[config.mk]
export PLATFORM = sky130hd
export DESIGN_NAME = clint
export DESIGN_NICKNAME = d
export VERILOG_FILES = /design/src/rtl/clint_pkg.sv /design/src/rtl/clint_prescaler.sv /design/src/rtl/clint.sv
export SDC_FILE = /design/constraint.sdc
export NUM_CORES = 1
export LEC_CHECK = 0
export CORE_MARGIN = 2
export CORE_UTILIZATION = 55
export CTS_CLUSTER_DIAMETER = 60
export DETAILED_ROUTE_END_ITERATION = 6
export GPL_TIMING_DRIVEN = 0
export PLACE_DENSITY = 0.79
export SLEW_MARGIN = 20
export SYNTH_ARGS = -nofsm -noshare
export SYNTH_HDL_FRONTEND = slang
export SYNTH_SLANG_ARGS = --single-unit
[constraint.sdc]
create_clock -name clk_i -period 5.6 [get_ports clk_i]
set_clock_uncertainty 0.15 [all_clocks]
set_input_delay 1.4 -clock clk_i [delete_from_list [all_inputs] [get_ports clk_i]]
set_output_delay 1.4 -clock clk_i [all_outputs]
set_load 0.005 [all_outputs]
[src/rtl/clint_pkg.sv]
// Shared offsets, register-select encoding and address decode for the core-local interruptor.
package clint_pkg;

  localparam logic [31:0] CLINT_MSIP_OFF        = 32'h0000_0000;
  localparam logic [31:0] CLINT_MTIMECMP_LO_OFF = 32'h0000_4000;
  localparam logic [31:0] CLINT_MTIMECMP_HI_OFF = 32'h0000_4004;
  localparam logic [31:0] CLINT_MTIME_LO_OFF    = 32'h0000_BFF8;
  localparam logic [31:0] CLINT_MTIME_HI_OFF    = 32'h0000_BFFC;
  localparam logic [31:0] CLINT_WINDOW_SIZE     = 32'h0000_C000;

  typedef enum logic [2:0] {
    RegNone,
    RegMsip,
    RegCmpLo,
    RegCmpHi,
    RegTimeLo,
    RegTimeHi
  } reg_sel_e;

  // Word-aligned offset in, register select out; anything unmapped is RegNone.
  function automatic reg_sel_e clint_decode(input logic [31:0] off);
    case (off)
      CLINT_MSIP_OFF:        return RegMsip;
      CLINT_MTIMECMP_LO_OFF: return RegCmpLo;
      CLINT_MTIMECMP_HI_OFF: return RegCmpHi;
      CLINT_MTIME_LO_OFF:    return RegTimeLo;
      CLINT_MTIME_HI_OFF:    return RegTimeHi;
      default:               return RegNone;
    endcase
  endfunction

endpackage

[src/rtl/clint_prescaler.sv]
// mtime prescaler: pulses tick_o once every TICK_DIV cycles, phase restarts at 0 on reset.
module clint_prescaler #(
  parameter int unsigned TICK_DIV = 1
) (
  input  logic clk_i,
  input  logic rst_i,
  output logic tick_o
);

  logic [15:0] r_cnt;
  logic        w_tick;

  assign w_tick = (r_cnt == 16'(TICK_DIV - 1));
  assign tick_o = w_tick;

  always_ff @(posedge clk_i) begin
    if (rst_i) begin
      r_cnt <= '0;
    end else if (w_tick) begin
      r_cnt <= '0;
    end else begin
      r_cnt <= r_cnt + 16'd1;
    end
  end

endmodule

[src/rtl/clint.sv]
// Core-local interruptor: mtime/mtimecmp/msip on the data-bus slave port.
// Define CLINT_MTIME_WRITE_EN to make mtime lo/hi writable; otherwise mtime is read-only.
module clint
  import clint_pkg::*;
#(
  parameter int unsigned           ADDR_WIDTH = 32,
  parameter int unsigned           DATA_WIDTH = 32,
  parameter logic [ADDR_WIDTH-1:0] BASE_ADDR  = ADDR_WIDTH'(32'h0200_0000),
  parameter int unsigned           TICK_DIV   = 1
) (
  input  logic                  clk_i,
  input  logic                  rst_i,
  input  logic                  request_i,
  input  logic                  we_i,
  input  logic [3:0]            op_i,
  input  logic [ADDR_WIDTH-1:0] addr_i,
  input  logic [DATA_WIDTH-1:0] wdata_i,
  output logic [DATA_WIDTH-1:0] rdata_o,
  output logic                  timer_irq_o,
  output logic                  software_irq_o
);

  logic [63:0]           r_mtime;
  logic [63:0]           r_mtimecmp;
  logic                  r_msip;
  logic                  r_timer_irq;

  logic                  w_tick;
  logic [ADDR_WIDTH-1:0] w_off;
  logic                  w_in_win;
  logic                  w_sel;
  logic                  w_wr;
  logic                  w_rd;
  reg_sel_e              w_reg;
  logic [31:0]           w_wdata;
  logic [31:0]           w_rdata;
  logic [63:0]           w_mtime_d;
  logic                  w_unused;

  clint_prescaler #(
    .TICK_DIV (TICK_DIV)
  ) u_prescaler (
    .clk_i  (clk_i),
    .rst_i  (rst_i),
    .tick_o (w_tick)
  );

  assign w_off    = addr_i - BASE_ADDR;
  assign w_in_win = (addr_i >= BASE_ADDR) && (w_off < ADDR_WIDTH'(CLINT_WINDOW_SIZE));
  assign w_sel    = request_i & w_in_win;
  assign w_wr     = w_sel & we_i;
  assign w_rd     = w_sel & ~we_i;
  assign w_reg    = clint_decode(32'({w_off[ADDR_WIDTH-1:2], 2'b00}));
  assign w_wdata  = wdata_i[31:0];
  assign w_unused = ^{op_i, w_off[1:0]};

  always_comb begin
    w_rdata = '0;
    if (w_rd) begin
      case (w_reg)
        RegMsip:   w_rdata = {31'b0, r_msip};
        RegCmpLo:  w_rdata = r_mtimecmp[31:0];
        RegCmpHi:  w_rdata = r_mtimecmp[63:32];
        RegTimeLo: w_rdata = r_mtime[31:0];
        RegTimeHi: w_rdata = r_mtime[63:32];
        default:   w_rdata = '0;
      endcase
    end
  end

  assign rdata_o        = DATA_WIDTH'(w_rdata);
  assign timer_irq_o    = r_timer_irq;
  assign software_irq_o = r_msip;

  // A write to either mtime half suppresses that cycle's increment entirely.
  always_comb begin
    w_mtime_d = w_tick ? r_mtime + 64'd1 : r_mtime;
`ifdef CLINT_MTIME_WRITE_EN
    if (w_wr && (w_reg == RegTimeLo)) begin
      w_mtime_d = {r_mtime[63:32], w_wdata};
    end else if (w_wr && (w_reg == RegTimeHi)) begin
      w_mtime_d = {w_wdata, r_mtime[31:0]};
    end
`endif
  end

  always_ff @(posedge clk_i) begin
    if (rst_i) begin
      r_mtime     <= '0;
      r_mtimecmp  <= '1;
      r_msip      <= 1'b0;
      r_timer_irq <= 1'b0;
    end else begin
      r_timer_irq <= (r_mtime >= r_mtimecmp);
      r_mtime     <= w_mtime_d;
      if (w_wr) begin
        case (w_reg)
          RegMsip:  r_msip             <= w_wdata[0];
          RegCmpLo: r_mtimecmp[31:0]  <= w_wdata;
          RegCmpHi: r_mtimecmp[63:32] <= w_wdata;
          default:  ;
        endcase
      end
    end
  end

endmodule

# [After elaboration in Yosys (flattened, before gate mapping)]
# Index checks and enable logic that the tools add are counted.
[word_totals] input_bits=72 output_inout_bits=34 reg_bits=146 elab_cells=35
[op_classes] magnitude_cmp=3 n_addsub=3 reduce_logical=7 muxes=3 bitwise=4 n_eq_ne=9
[ops] op="$pmux W32 S5" n=1
[ops] op="$add A64 B1 Y64 const B" n=1
[ops] op="$ge A64 B64 Y1" n=1
[ops] op="$eq A30 B13 Y1 const B" n=2
[ops] op="$eq A30 B14 Y1 const B" n=2
[ops] op="$ge A32 B26 Y1 const B" n=1
[ops] op="$lt A32 B16 Y1 const B" n=1
[ops] op="$mux W32" n=1
[ops] op="$sub A32 B26 Y32 const B" n=1
[ops] op="$logic_not A30 Y1" n=1
[ops] op="$add A16 B1 Y16 const B" n=1
[ops] op="$logic_not A16 Y1" n=1
[ops] op="$pmux W3 S5" n=1
[ops] op="$eq A3 B2 Y1 const B" n=2
[ops] op="$eq A3 B3 Y1 const B" n=2
[ops] op="$reduce_and A2 Y1" n=3
[ops] op="$and A1 B1 Y1" n=3
[ops] op="$eq A3 B1 Y1 const B" n=1
[ops] op="$reduce_or A2 Y1" n=1
[ops] op="$logic_and A1 B1 Y1" n=1
[ops] op="$not A1 Y1" n=1

# [Longest topological paths before layout]
[depth] ltp_word=6 ltp_mapped=9 ltp_nobuf=7

# [By module]
# From an unflattened synthesis, not the netlist that was laid out.
[hier_totals] hier_cells=1059 area_unflattened_um2=8718.4
[by_module_without_submodules] module="clint" area_each_um2=7961.4 instances=1 cells_each=973 seq_area_each_um2=2602.5
[by_module_without_submodules] module="clint_prescaler" area_each_um2=757.0 instances=1 cells_each=86 seq_area_each_um2=320.3

# [Least setup slack after synthesis]
# OpenSTA, ideal clock, no wires.
[synth_path] path_type="input to output" startpoint="in addr_i[18]" endpoint="out rdata_o[3]" cell_stages=7 slack_ns=0.934 t_arrival_ns=3.116 path_cell_list="or4_1 -> or3_1 -> buf_6 -> nor4_4 -> buf_2 -> a222oi_1 -> nor2_1"
[synth_between] elab_chain_cells=6 word_cells_on_any_way=19 classes_between="1 x add/sub; 2 x order compare; 9 x eq/ne; 3 x mux; 2 x bitwise; 2 x reduce/logical"
[synth_rtl] item="start: declaration" line_no="clint.sv:16" text="input logic [ADDR_WIDTH-1:0] addr_i,"
[synth_rtl] item="$sub A32 B26 Y32" line_no="clint.sv:48" text="assign w_off = addr_i - BASE_ADDR;"
[synth_rtl] item="$lt A32 B16 Y1 (tied with other cells)" line_no="clint.sv:49" text="assign w_in_win = (addr_i >= BASE_ADDR) && (w_off < ADDR_WIDTH'(CLINT_WINDOW_SIZE));"
[synth_rtl] item="$logic_and A1 B1 Y1 / $pmux W3 S5 (equally long branches)" line_no="clint.sv:49, clint_pkg.sv:22"
[synth_rtl] item="$and A1 B1 Y1 (tied with other cells)" line_no="clint.sv:50" text="assign w_sel = request_i & w_in_win;"
[synth_rtl] item="$and A1 B1 Y1 / $pmux W32 S5 (equally long branches)" line_no="clint.sv:52, clint.sv:60"
[synth_rtl] item="$mux W32 (*)" line_no="clint.sv:59" text="if (w_rd) begin"
[synth_rtl] item="end: declaration" line_no="clint.sv:18" text="output logic [DATA_WIDTH-1:0] rdata_o,"
# Mark *: on every way between the ends. The rest lies on a longest branch, timed or not.

# [Final worst setup path]
[layout_path] startpoint="in addr_i[18]" endpoint="out rdata_o[27]"
# Same word-level chain as after synthesis.

==> metrics.log <==
[metrics] Final ANT Viol Nets: 0
[metrics] average size of a mapped cell: 8.07 um^2
[metrics] VDD IR-drop max: approximately 0.22 mV
[metrics] total power per unit cell area: between 200 and 250 mW/mm^2
[metrics] number of enable-type register cells in the synthesized netlist: 0
[metrics] clock period minus worst slack: 5530 ps
[metrics] cell mode on critical path: sky130_fd_sc_hd__buf_6
[metrics] routed via count: slightly above 9000
[metrics] num ports: 106
[metrics] distinct cell type count of the synthesized netlist: 58
[metrics] Synth area leaders: sky130_fd_sc_hd__dfxtp_1 (32%), sky130_fd_sc_hd__ha_1 (9.3%), sky130_fd_sc_hd__nor2_1 (7.7%)
[metrics] list of most frequent post-synthesis cells: sky130_fd_sc_hd__nor2_1 (187), sky130_fd_sc_hd__dfxtp_1 (146), sky130_fd_sc_hd__inv_1 (83)
[metrics] unrepaired setup endpoints after global routing: true
[metrics] starting density of the core: 55.6%
[metrics] initial DRC count: 1305
[metrics] non-filler cells, final: 1497
[metrics] most common cell in the netlist: sky130_fd_sc_hd__nor2_1
[metrics] Diodes inserted: 0
[metrics] Hold WS: 366 ps
[metrics] final clock period utilization by the worst path: 98.7%
[metrics] final total power: between 2 and 2.5 mW
[metrics] overall fraction of global-route tracks in use: 31.9%
[metrics] power share of the sequential group: 42.5%
[metrics] summed instance area of the synthesized netlist: 0.00913 mm^2
[metrics] Max Root-Sink Buffers: 2
[metrics] startpoint of the lowest-slack register-to-register path: r_mtime[45]
[metrics] die boundary width: 133 um
[metrics] achievable frequency: 181 MHz
[metrics] startpoint of the tightest hold check path: r_mtimecmp[27]
[metrics] proportion of synthesized chip area in sequential cells: between 30% and 40%
[metrics] area added between synthesis and finish: 23.8%
[metrics] status: complete, but fails checks
[metrics] number of global-route vias before repair: ~9000
[metrics] Synth async-reset ratio: 0%
[metrics] required arrival time at the worst endpoint: 4050 ps
[metrics] internal power summed over all cells: 1.94 mW
[metrics] first-pass GRT wire length: 45300 um
[metrics] net count of the finished layout: 1405
[metrics] Yosys Warn Count: 0
[metrics] detailed-routing iteration count for the pre-antenna-repair pass: 7
[metrics] total count of hold-check failures in the final report: 0
[metrics] cell-by-cell trace of the critical path: clkdlybuf4s50_1 > or4_1 > or3_1 > buf_6 > nor4_4 > buf_6 > buf_4 > buf_4 > buf_6 > a222oi_1 > nor2_1 > dlygate4sd2_1
[metrics] clk_lat worst skew: 430 ps
[metrics] clock tree from TritonCTS: done
[metrics] Worst Hold Class: flop to flop
[metrics] final setup vio count: 0
[metrics] failing checks: DRC
[metrics] grt ovf: 0
[metrics] Sequential Area: 0.00292 mm^2
[metrics] net switching power of the design: 0.523 mW
[metrics] Final Wtd Congestion: 0.921
[metrics] clock power share: between 50% and 60%
[metrics] relative slew slack: 31.8%
[metrics] maximum number of pins on one net before global-route repair: 17
[metrics] Core Region: 0.0164 mm^2
[metrics] Max stage delay cell, worst path: sky130_fd_sc_hd__or4_1
[metrics] Buffers & Inverters on Critical Path: 7
[metrics] Std-Cell Rows: 47
[metrics] Clock Pin Slew Worst Setup and Hold Paths: 50 ps
[metrics] placed cells: ~1400
[metrics] nets in the synthesized netlist: around 1300
[metrics] top fanout value on the critical path: 7
[metrics] half-perimeter wire length after detailed placement: 20400 um
[metrics] max-slew violation count: 0
[metrics] number of clock buffers inserted by TritonCTS: 17
[metrics] Die Footprint: about 0.018 mm^2
[metrics] aggregate routed wire length: 28000 um
[metrics] number of max-cap violations: 0
[metrics] worst setup path startpoint: addr_i[18]
[metrics] # fillers: 1334
[metrics] routed length per placed instance: 18.7 um
[metrics] share of post-route cells with drive strength above 1: 8.30%
[metrics] Leakage: 5.24 nW
[metrics] total clock sinks: 146
[metrics] library cell with the largest summed area after synthesis: sky130_fd_sc_hd__dfxtp_1
[metrics] Worst Setup Path Type: input port to primary output
[metrics] Data arrival, critical path: 3980 ps
[metrics] routed vias/inst: a little over 6
[metrics] antenna violations before repair: 0
[metrics] number of H-tree levels: 4
[metrics] Die Y: 133 um
[metrics] Largest delay share family, worst path: buffers and inverters
[metrics] Root Driver: sky130_fd_sc_hd__clkbuf_16
[metrics] Worst Setup End Kind: primary output
[metrics] CP Launch Type: input port
[metrics] switching power share of the total: a little over a fifth
[metrics] worst-margin pin slew: 1010 ps
[metrics] number of port buffers: around 100
[metrics] Gate power share: 5.2%
[metrics] peak per-stage delay on the critical path: slightly above 500 ps
[metrics] primary flip-flop cell chosen by synthesis mapping: sky130_fd_sc_hd__dfxtp_1
[metrics] DRC violations left: 37
[metrics] synthesized instance count: 1131
[metrics] synthesis-stage register bit count: 146
[metrics] Yosys top cell area share: between 30% and 40%
[metrics] combined area of the multi-input logic cells: 0.00563 mm^2
## power groups by stage
| stage | Clock (mW) | Combinational [mW] | Sequential (mW) |
|---|---|---|---|
| final | 1.29 | 0.129 | 1.04 |
| after global placement | 0 | 0.121 | 1.07 |
| after floorplan | 0 | 0.0538 | 1.07 |
| after CTS | 1.29 | 0.127 | 1.04 |
| after global routing | 1.33 | 0.139 | 1.04 |
| after detailed placement | 0 | 0.124 | 1.07 |
## cell type report
class | instances | area share [%]
plain buffers | 60 | 3.57
clock buffers | 21 | 4.25
clock inverters | 10 | 1.58
inverters | 83 | 2.76
multi-input cells | 842 | 49.9
flip-flops and latches | 146 | 25.9
well taps | 220 | 2.44
repair buffers | 115 | 9.67
## worst paths after layout
path | to | slack, ps | cells after the start
min | r_mtimecmp[27] | 370 | 2
max | rdata_o[27] | 70 | 12
max reg2reg | timer_irq_o | 2430 | 6
min reg2reg | r_mtimecmp[27] | 370 | 2
## registers in the layout, summed over array words and instances (netlist names)
register and cells:
r_mtime 64, r_mtimecmp 64, software_irq_o 1, timer_irq_o 1, u_prescaler.r_cnt 16
## cell families after synthesis
logic type	after synthesis	synth area share (%)
simple gates	474	25.9
fa+ha+maj	68	9.32
buf+inv	143	7.02
compound gates	194	14.5
mux	72	7.99
xor+xnor	34	3.26
flops	146	32.0
## worst register-to-register path, cell delays in order, from the launching register on
cell and delay [ps]:
sky130_fd_sc_hd__dfxtp_1 400, sky130_fd_sc_hd__ha_1 350, sky130_fd_sc_hd__nand4_1 320, sky130_fd_sc_hd__or4_1 730
sky130_fd_sc_hd__nor4_1 630, sky130_fd_sc_hd__o41ai_1 310, sky130_fd_sc_hd__nand4_1 210
## metrics by stage
stage	TNS [ps]	setup slack, ps	area [um^2]	util (%)
2_1_floorplan	0	934	9130	-
3_3_place_gp	-25500	-893	10400	63.3
3_5_place_dp	-28860	-990	10400	63.3
4_1_cts	-97.2	-29.3	11200	68.4
5_1_grt	-138	-41.6	11300	68.9
6_report	0	71.5	11300	68.9
## per-layer routing
metal | part of all wire [%] | up-vias | track usage (%)
li1 | - | 4391 | -
met5 | 0 | - | 0
met3 | 7.7 | 76 | 5.52
met1 | 42 | 4362 | 41.5
met4 | 3.6 | 0 | 14.9
met2 | 47 | 448 | 51.6
## repair_timing
action / in CTS / in global routing
hold buffers: 0 / 0
setup endpoints to repair: 32 / 20
buffers inserted: 7 / 8
gates resized for setup: 61 / 26
pin swaps: 17 / 10
gates cloned: 2 / 0
## placed cells by master, fill, tap and decap left out, drive strengths merged, types with 7 or more instances in the layout
cell | synthesis | routed
nor2 | 188 | 188
dfxtp | 146 | 146
inv | 83 | 83
nand2 | 75 | 75
ha | 68 | 68
clkdlybuf4s50 | 0 | 66
clkbuf | 39 | 66
mux2i | 65 | 65
o21ai | 51 | 51
nand4 | 49 | 49
a21oi | 48 | 48
nand3 | 38 | 38
buf | 21 | 37
a222oi | 32 | 32
or4 | 22 | 22
nor4 | 22 | 22
nor3 | 21 | 21
xor2 | 20 | 20
dlygate4sd2 | 0 | 18
o31ai | 17 | 17
xnor2 | 14 | 14
or3 | 13 | 13
and4 | 12 | 12
and3 | 10 | 10
o41ai | 9 | 9
mux2 | 7 | 7
or2 | 7 | 7
o311ai | 7 | 7
dlymetal6s2s | 0 | 7
Power figures use the tool's default switching activity.
